<file path="config.mk">
export PLATFORM = sky130hd
export DESIGN_NAME = reg_wrapper_flat
export DESIGN_NICKNAME = d
export VERILOG_FILES = /design/src/rtl/reg_wrapper_if.sv /design/src/rtl/reg_wrapper.sv /design/src/flat_wrapper.sv
export SDC_FILE = /design/constraint.sdc
export NUM_CORES = 1
export LEC_CHECK = 0
export CAP_MARGIN = 0
export CORE_ASPECT_RATIO = 1.25
export CORE_MARGIN = 8
export CORE_UTILIZATION = 32
export CTS_CLUSTER_SIZE = 30
export DETAILED_ROUTE_END_ITERATION = 10
export GPL_TIMING_DRIVEN = 1
export PLACE_DENSITY = 0.64
export SLEW_MARGIN = 20
export SYNTH_ARGS = -nofsm -noshare
export SYNTH_HDL_FRONTEND = slang
export SYNTH_SLANG_ARGS = --single-unit
</file>
<file path="constraint.sdc">
create_clock -name clk -period 2.3 [get_ports clk]
set_input_delay 0.345 -clock clk [delete_from_list [all_inputs] [get_ports clk]]
set_output_delay 0.345 -clock clk [all_outputs]
set_load 0.01 [all_outputs]
</file>
<file path="src/rtl/reg_wrapper_if.sv">
// Operand-pair bus for reg_wrapper: the serial word stream into the
// capture register and the registered (A, B) pair with its load strobe.
//   data_in  : operand word stream, one word per clock
//   reg_a    : first operand of the most recently completed pair
//   reg_b    : second operand of the most recently completed pair
//   write_en : one-cycle strobe, pair just loaded
interface reg_wrapper_if #(
    parameter int WIDTH = 16
) ();
    logic [WIDTH-1:0] data_in;
    logic [WIDTH-1:0] reg_a;
    logic [WIDTH-1:0] reg_b;
    logic             write_en;

    // Source of words / consumer of pairs (e.g. the upstream/downstream side).
    modport master (
        output data_in,
        input  reg_a,
        input  reg_b,
        input  write_en
    );

    // The capture register itself.
    modport slave (
        input  data_in,
        output reg_a,
        output reg_b,
        output write_en
    );
endinterface

</file>
<file path="src/rtl/reg_wrapper.sv">
// Operand-pair capture register: groups a serial stream of words into
// (A, B) pairs and presents each pair coherently with a one-cycle strobe.
//   clk : system clock, rising edge
//   rst : synchronous active-high reset
//   bus : reg_wrapper_if.slave (data_in in; reg_a, reg_b, write_en out)
module reg_wrapper #(
    parameter int WIDTH = 16
) (
    input  logic          clk,
    input  logic          rst,
    reg_wrapper_if.slave  bus
);

    typedef enum logic {
        LOAD_A = 1'b0,
        LOAD_B = 1'b1
    } state_e;

    state_e           state_q;
    state_e           state_d;
    logic [WIDTH-1:0] hold_a_q;
    logic [WIDTH-1:0] hold_a_d;
    logic [WIDTH-1:0] reg_a_q;
    logic [WIDTH-1:0] reg_a_d;
    logic [WIDTH-1:0] reg_b_q;
    logic [WIDTH-1:0] reg_b_d;
    logic             write_en_q;
    logic             write_en_d;

    // Every non-reset edge consumes one word; A is parked in hold_a
    // so that reg_a and reg_b can be loaded together on the B edge.
    always_comb begin
        state_d    = state_q;
        hold_a_d   = hold_a_q;
        reg_a_d    = reg_a_q;
        reg_b_d    = reg_b_q;
        write_en_d = 1'b0;
        unique case (state_q)
            LOAD_A: begin
                hold_a_d = bus.data_in;
                state_d  = LOAD_B;
            end
            LOAD_B: begin
                reg_a_d    = hold_a_q;
                reg_b_d    = bus.data_in;
                write_en_d = 1'b1;
                state_d    = LOAD_A;
            end
            default: begin
                state_d = LOAD_A;
            end
        endcase
    end

    // Reset wins over a completing pair and discards any parked A word.
    always_ff @(posedge clk) begin
        if (rst) begin
            state_q    <= LOAD_A;
            hold_a_q   <= '0;
            reg_a_q    <= '0;
            reg_b_q    <= '0;
            write_en_q <= 1'b0;
        end else begin
            state_q    <= state_d;
            hold_a_q   <= hold_a_d;
            reg_a_q    <= reg_a_d;
            reg_b_q    <= reg_b_d;
            write_en_q <= write_en_d;
        end
    end

    assign bus.reg_a    = reg_a_q;
    assign bus.reg_b    = reg_b_q;
    assign bus.write_en = write_en_q;

endmodule

</file>
<file path="src/flat_wrapper.sv">
// flat-port wrapper written by rule: the top's interface ports become plain ports
module reg_wrapper_flat 
#(
    parameter int WIDTH = 16
)
  (clk, rst, bus_data_in, bus_reg_a, bus_reg_b, bus_write_en);
  reg_wrapper_if #(.WIDTH(WIDTH)) bus_i ();
  input  logic clk;
  input  logic rst;
  input wire logic [$bits(bus_i.data_in)-1:0] bus_data_in;
  output wire logic [$bits(bus_i.reg_a)-1:0] bus_reg_a;
  output wire logic [$bits(bus_i.reg_b)-1:0] bus_reg_b;
  output wire logic [$bits(bus_i.write_en)-1:0] bus_write_en;
  assign bus_i.data_in = bus_data_in;
  assign bus_reg_a = bus_i.reg_a;
  assign bus_reg_b = bus_i.reg_b;
  assign bus_write_en = bus_i.write_en;
  reg_wrapper #(.WIDTH(WIDTH)) u_core (.clk(clk), .rst(rst), .bus(bus_i));
endmodule
</file>
# == Yosys cells after proc, flatten, opt, wreduce, memory -nomap -nowiden ==
# Index checks and enable logic that the tools add are counted.
# totals
register_bits,50
out_inout_bits,33
# classes
n_mux,2
bitwise_logic,1
# ops
cell,count
$pmux 1 s2,1
$mux 1,1
$not 1->1,1

# == Longest topological paths before layout ==
# Gate-level depths: netlist of run 1.
# depth
word_depth,2
ltp_mapped,4
ltp_nobuf,2

# == Worst setup path after synthesis of run 1 ==
# No wires, ideal clock.
# synth_path
path_type,register -> register
startpoint,reg u_core.state_q
endpoint,"reg u_core.reg_b_q[10], in the netlist u_core.bus.reg_b[10]"
path_buffers,2
synth_period_minus_slack_ps,942
slack_ps,1358
arrival_time_ps,814
path_stages_with_launch,5
path_cell_list,dfxtp_1 -> buf_6 -> buf_12 -> mux2i_1 -> nor2_1
# synth_lines
item,line,source
from (decl),reg_wrapper.sv:19,state_e state_q;
from (signal assigned),reg_wrapper.sv:64,state_q <= state_d;
to (signal assigned),reg_wrapper.sv:67,reg_b_q <= reg_b_d;
to (decl),reg_wrapper.sv:25,logic [WIDTH-1:0] reg_b_q;

# == Final worst setup path of run 1 ==
# layout_path
startpoint,"reg u_core.reg_a_q[8], in the netlist u_core.bus.reg_a[8]"
endpoint,out bus_reg_a[8]
# layout_lines
item,line,source
from (decl),reg_wrapper.sv:23,logic [WIDTH-1:0] reg_a_q;
from (signal assigned),reg_wrapper.sv:66,reg_a_q <= reg_a_d;
to (decl),flat_wrapper.sv:11,output wire logic [$bits(bus_i.reg_a)-1:0] bus_reg_a;
# No word-level cell between the ends.

==> results.md, run 1 <==
- Outcome: complete, no violations
- Synth area leaders: dfxtp_1 57%, nand2b_1 11%, a21oi_1 9.2%
- Post-cts resize count: 0
- # placed instances: 282
- Final Critical Period: 1530 ps
- DIE HEIGHT: 98.6 um
- Drt first pass iters: 4
- Worst Path Required: 1960 ps
- Via density per instance: 4.30
- Hold WC Path Type: in2reg
- Worst Hold End: u_core.state_q
- Area grow syn2layout: 35.3%
- FMAX: 0.652 GHz
- Total Routing Usage GR: under 10%
- Die Width: between 80 and 90 um
- Die ar.: 0.00810 sq mm
- RR Startpoint: u_core.state_q
- Post-synth EDFFs: 0
- Vias in the first global route: 1338
- CP Class: reg2out
- Clock tree buffer depth: 2
- Post-Synthesis Cells: 177
- Via count: 1247
- Root buf cell: clkbuf_8
- Placer Congestion: 0.670
- CTS buffer count: 5
- R2R depth: 3
- Count of state elements after synthesis: 50
- Nets@finish: 243
- Post-synth top area share: 57.3%
- Total power: 1.73 mW
- Layout cell share with drive strength beyond 1: 5.31%
- Buffers and inverters on the worst path: 1
- M1 GR Usage: 9.52%
- Postcts setup bufs: 0
- Initial core utilization: roughly a third
- Port bufs: 50
- GRT Max-Usage Layer: met2
- PwrDens: 732 mW/mm^2
- Antenna fix cells: 0
- Htree depth: 2
- DRC viols: 0
- IO Count: just over 50
- Drt wl/cell: between 10 and 15 um
- Syn Nets: between 150 and 200
- FF-to-FF setup slack: 1010 ps
- Post-synthesis sequential area ratio: ~57%
- Antenna Nets Post-Route: 0
- Grt total ovfl: 0
- Max Slew Vio Count: 0
- Hold wc startpoint: rst
- DP Wirelength: 2380 um
- Top cells by instance count after synthesis: 50 x dfxtp_1, 32 x a21oi_1, 32 x nand2b_1, 17 x nor2_1
- Cell area after synthesis: 0.00175 sq mm
- CP Cell Sequence: clkdlybuf4s50_1
- Worst flop-to-flop path endpoint: u_core.bus.reg_b[13]
- Clk_lat worst skew: approximately 290 ps
- Count leader, synth: dfxtp_1
- Setup TNS: 0 ps
- Ys Warns: 0
- Endpoints failing setup: 0
- Worst Hold Depth: 2
- Fin. Hold Viols: 0
- RSZ-0062 raised after global routing: false
- Cell taking the most area after synthesis: dfxtp_1
- Startpoint types: flip-flop
- Starting DRC count in detailed routing: 33
- Synth Flop Type: dfxtp_1
- Clock sinks: 50
- Syn_area_per_cell: 9.88 sq um
- CTS Hold Bufs: 0
- Max-cap violations: 0
- Skew final: 3.63 ps
- Row Count: 30
- Rel. slew slack: 79.6%
- Core ar.: 0.00537 sq mm
- CP max FO: 2
- Crit path max-delay cell type: clkdlybuf4s50_1
- Largest net degree at the start of global routing: 34
- Largest delay share family, worst path: buffers and inverters
- Clock slew at reported path FFs: 80 ps
- Fin crit share: 66.6%
- Synth cell types: 11
- Routing usage on met3: approximately 3.6%
- Finished Layout Cells: 290
- Final WL: between 3000 and 4000 um
- Worst EP arrival: about 1200 ps
- First-pass GRT wire length: between 5000 and 6000 um
- TritonCTS clock tree: built
- Met2 Use GR: 15.5%
- Leak Pwr: 0.883 nW
- Ys async rst share: 0%
- Initial antenna violation count: 0
- Slowest stage delay, CP: 550 ps
- Worst vdd ir: 0.246 mV
- Worst setup EP type: primary output
- Tightest Pin Transition: 305 ps
[through the flow]
step / instance area, sq um / worst slack [ps] / hold slack (ps) / utilization (%)
after floorplan: 1750 / 1360 / 446 / -
after global placement: 2260 / 1030 / 455 / 42.1
after detailed placement: 2260 / 1010 / 459 / 42.1
after CTS: 2360 / 730 / 389 / 44.1
after global routing: 2360 / 705 / 418 / 44.1
final: 2360 / 767 / 398 / 44.1
[layout make-up]
| class | count | area [sq um] |
|---|---|---|
| Fill cell | 554 | 3000 |
| Sequential cell | 50 | 1000 |
| Multi-Input combinational cell | 114 | 651 |
| Timing Repair Buffer | 54 | 526 |
| Tap cell | 64 | 80.1 |
| Clock buffer | 7 | 76.3 |
| Clock inverter | 1 | 30.0 |
[metal layers]
metal  up-vias  wire, um
met5         -         0
met4         0        58
met3         6       274
met2        31      1610
met1       542      1450
li1        668         -
[worst max path at each step]
stage                         startpoint                   end  slack (ps)  cells past startpoint
global route         u_core.bus.reg_b[4]          bus_reg_b[4]         710                      1
CTS                 u_core.bus.reg_a[11]         bus_reg_a[11]         730                      1
global placement          u_core.state_q  u_core.bus.reg_b[12]        1030                      3
finish               u_core.bus.reg_a[8]          bus_reg_a[8]         770                      1
floorplan                 u_core.state_q  u_core.bus.reg_b[10]        1360                      4
detailed placement        u_core.state_q  u_core.bus.reg_b[13]        1010                      3
[flip-flops by register name (all words and copies together), names as in the netlist]
signal and flops:
u_core.bus.write_en 1, u_core.state_q 1, u_core.bus.reg_a 16, u_core.bus.reg_b 16
u_core.hold_a_q 16
[cells by family after synthesis]
kind of cell | synth area share (%)
buffers and inverters | 5.51
AOI/OAI and AO/OA | 9.16
DFF | 57.3
and+or+nand+nor | 18.9
muxes | 9.16
[report_power, final]
group | switching [mW] | internal, mW | total [mW]
clock | 0.267 | 0.325 | 0.593
sequential | 0.0231 | 0.912 | 0.935
combinational | 0.0857 | 0.119 | 0.204
[layout by cell type, fill, tap and decap left out]
master           instances
mux2i_1                 16
bufinv_16                1
buf_2                    1
clkbuf_1                 2
clkdlybuf4s50_1         49
nor2_1                  17
buf_4                    4
clkbuf_8                 5
dfxtp_1                 49
nor2b_1                  1
a21oi_1                 32
nand2b_1                32
dfxtp_2                  1
nand2_1                 16
(Power assumes the default switching activity.)
==> inputs of run 2 (changes only) <==
--- a/config.mk
+++ b/config.mk
@@ -12,7 +12,7 @@
 export CTS_CLUSTER_SIZE = 30
 export DETAILED_ROUTE_END_ITERATION = 10
 export GPL_TIMING_DRIVEN = 1
-export PLACE_DENSITY = 0.64
+export PLACE_DENSITY = 0.66
 export SLEW_MARGIN = 20
 export SYNTH_ARGS = -nofsm -noshare
 export SYNTH_HDL_FRONTEND = slang
==> constraint.sdc (replaced) <==
create_clock -name clk -period 1.3 [get_ports clk]
set_input_delay 0.195 -clock clk [delete_from_list [all_inputs] [get_ports clk]]
set_output_delay 0.195 -clock clk [all_outputs]
set_load 0.01 [all_outputs]
==> run 2 against run 1 <==
Effect of this change:
- count of clock-buffer cells in the layout is 1 lower
- setup slack worse by 580 ps
- die area stayed put
- flip-flop and latch count stayed put
- via count is 2.0% higher
- design area is 1.1% higher
- critical endpoint is now bus_reg_b[8]
- largest power group unchanged
==> results.md, run 2 (same netlist as run 1, synthesis figures left out) <==
- DP Worst Slack: 233 ps
- R2R depth: 3
- # placed instances: between 200 and 300
- Fin crit share: between 80 and 90%
- DP Wirelength: ~2300 um
- Antenna fix cells: 0
- Skew final: approximately 5.6 ps
- Layout cell share with drive strength beyond 1: 5.78%
- Initial core utilization: 32.6%
- Worst Hold Depth: 3
- Worst EP arrival: 920 ps
- Fin. Hold Viols: 0
- Sw frac: 20.6%
- Final Critical Period: around 1100 ps
- Commonest cells after routing, fill and taps aside: 49 x dfxtp_1, 33 x dlygate4sd2_1, 32 x nand2b_1, 32 x a21oi_1, 17 x nor2_1
- FMAX: 0.901 GHz
- Largest net degree at the start of global routing: 51
- CP Cell Sequence: dlygate4sd2_1
- CP Class: reg2out
- Switch Pwr: 0.682 mW
- RSZ-0062 raised after global routing: false
- Core ar.: 0.00537 sq mm
- Drt first pass iters: 4
- Grt total ovfl: 0
- Antenna Nets Post-Route: 0
- Hold wc startpoint: rst
- Worst setup EP type: primary output
- Nets@finish: 242
- Starting DRC count in detailed routing: 28
- DIE HEIGHT: 98.6 um
- Clock sinks: 50
- Port bufs: 50
- Slowest stage delay, CP: 340 ps
- Clock slew at reported path FFs: approximately 90 ps
- Finished Layout Cells: 289
- Crit path max-delay cell type: dfxtp_1
- Total Routing Usage GR: 8.59%
- DRC viols: 0
- Post-layout util: 44.5%
- Via density per instance: ~4.4
- Commonest non-fill, non-tap cell in the layout: dfxtp_1
- CTS buffer count: 5
- Htree depth: 2
- Die ar.: 0.00810 sq mm
- Fillers: about 550
- CP Depth: 1
- Startpoint types: flip-flop
- RR Startpoint: u_core.state_q
- Clock network power share: 39.6%
- Setup crit start: u_core.bus.reg_b[8]
- Leak Pwr: 1.05 nW
- Root buf cell: clkbuf_8
- IO Count: 51
- Outcome: complete, no violations
- WHS: around 330 ps
- Initial antenna violation count: 0
- Worst Path Required: 1110 ps
- Setup TNS: 0 ps
- Buffers and inverters on the worst path: 1
- Part of the power in registers: 49.7%
- Tightest Pin Transition: 218 ps
- Endpoints failing setup: 0
- Drt wl/cell: 11.7 um
- Vias in the first global route: 1195
- Rel. slew slack: 85.5%
- Clock tree buffer depth: 2
- Final WL: about 3400 um
- Int Pwr: ~2.6 mW
- Largest delay share family, worst path: flip-flops
- Hold WC Path Type: in2reg
- First-pass GRT wire length: 5500 um
- Worst setup margin: 190 ps
- Area grow syn2layout: 36.7%
- PwrDens: between 1000 and 1500 mW/mm^2
- Worst vdd ir: 0.604 mV
- TritonCTS clock tree: built
- Placer Congestion: 0.637
- Via count: 1272
- Combinational power share: 10.7%
- CP max FO: 2
- Clk_lat worst skew: 290 ps
- Die Width: 82.1 um
- Row Count: 30
- Max-cap violations: 0
- Max Slew Vio Count: 0
run 2: cell types whose count changed in the layout (fill, tap and decap cells not counted), sizes merged:
cell and delta:
clkbuf -1, buf -1, clkdlybuf4s50 -33, dlygate4sd2 +33, bufinv +1
run 2: worst min-delay path, delay by kind of cell:
family	cells	cell delay, ps
AO/OA/AOI/OAI	1	60
buffers and inverters	2	320
run 2: path summary, 6_finish.rpt:
kind | to | slack (ps)
setup / recovery | bus_reg_b[8] | 190
hold / removal | u_core.hold_a_q[2] | 330
setup reg to reg | u_core.bus.reg_b[13] | 340
hold reg to reg | u_core.bus.reg_a[14] | 470
run 2: routing by layer:
| layer | vias to the layer above | routed length (um) | track usage (%) |
|---|---|---|---|
| li1 | 666 | - | - |
| met1 | 566 | 1440 | 9.51 |
| met2 | 34 | 1590 | 13.5 |
| met3 | 6 | 288 | 3.92 |
| met4 | 0 | 59 | 4.07 |
| met5 | - | 0 | 0 |
run 2: repair_timing:
item / CTS / global route
hold buffers: 0 / 0
gates resized for setup: 33 / 0
setup buffers: 0 / 0
endpoints found under the setup margin: 33 / 0
run 2: power by group through the flow:
stage | logic, mW | clock network [mW] | registers (mW)
after global placement | 0.391 | 0 | 1.68
final | 0.353 | 1.31 | 1.64
after CTS | 0.362 | 1.36 | 1.64
after detailed placement | 0.394 | 0 | 1.68
after floorplan | 0.194 | 0 | 1.70
after global routing | 0.391 | 1.42 | 1.65
run 2: per-stage QoR:
stage	instance area (sq um)	total power, mW
final	2390	3.31
after global placement	2290	2.07
after floorplan	1750	1.90
after global routing	2390	3.47
after CTS	2390	3.37
after detailed placement	2290	2.08
run 2: area by class of cell:
cell class | instances | area [sq um] | share of cell area [%]
clock buffer | 6 | 82.6 | 3.46
clock inverter | 2 | 60.1 | 2.51
multi-input combinational | 114 | 651 | 27.2
sequential | 50 | 1000 | 41.9
tap | 64 | 80.1 | 3.35
timing repair buffer | 53 | 514 | 21.5
==> inputs of run 3 (changes only) <==
--- a/config.mk
+++ b/config.mk
@@ -11,7 +11,7 @@
 export CORE_UTILIZATION = 32
 export CTS_CLUSTER_SIZE = 30
 export DETAILED_ROUTE_END_ITERATION = 10
-export GPL_TIMING_DRIVEN = 1
+export HOLD_SLACK_MARGIN = 0.08
 export PLACE_DENSITY = 0.66
 export SLEW_MARGIN = 20
 export SYNTH_ARGS = -nofsm -noshare
==> results of run 3 <==
Final layout, timing and power as in run 2 (identical DEF).
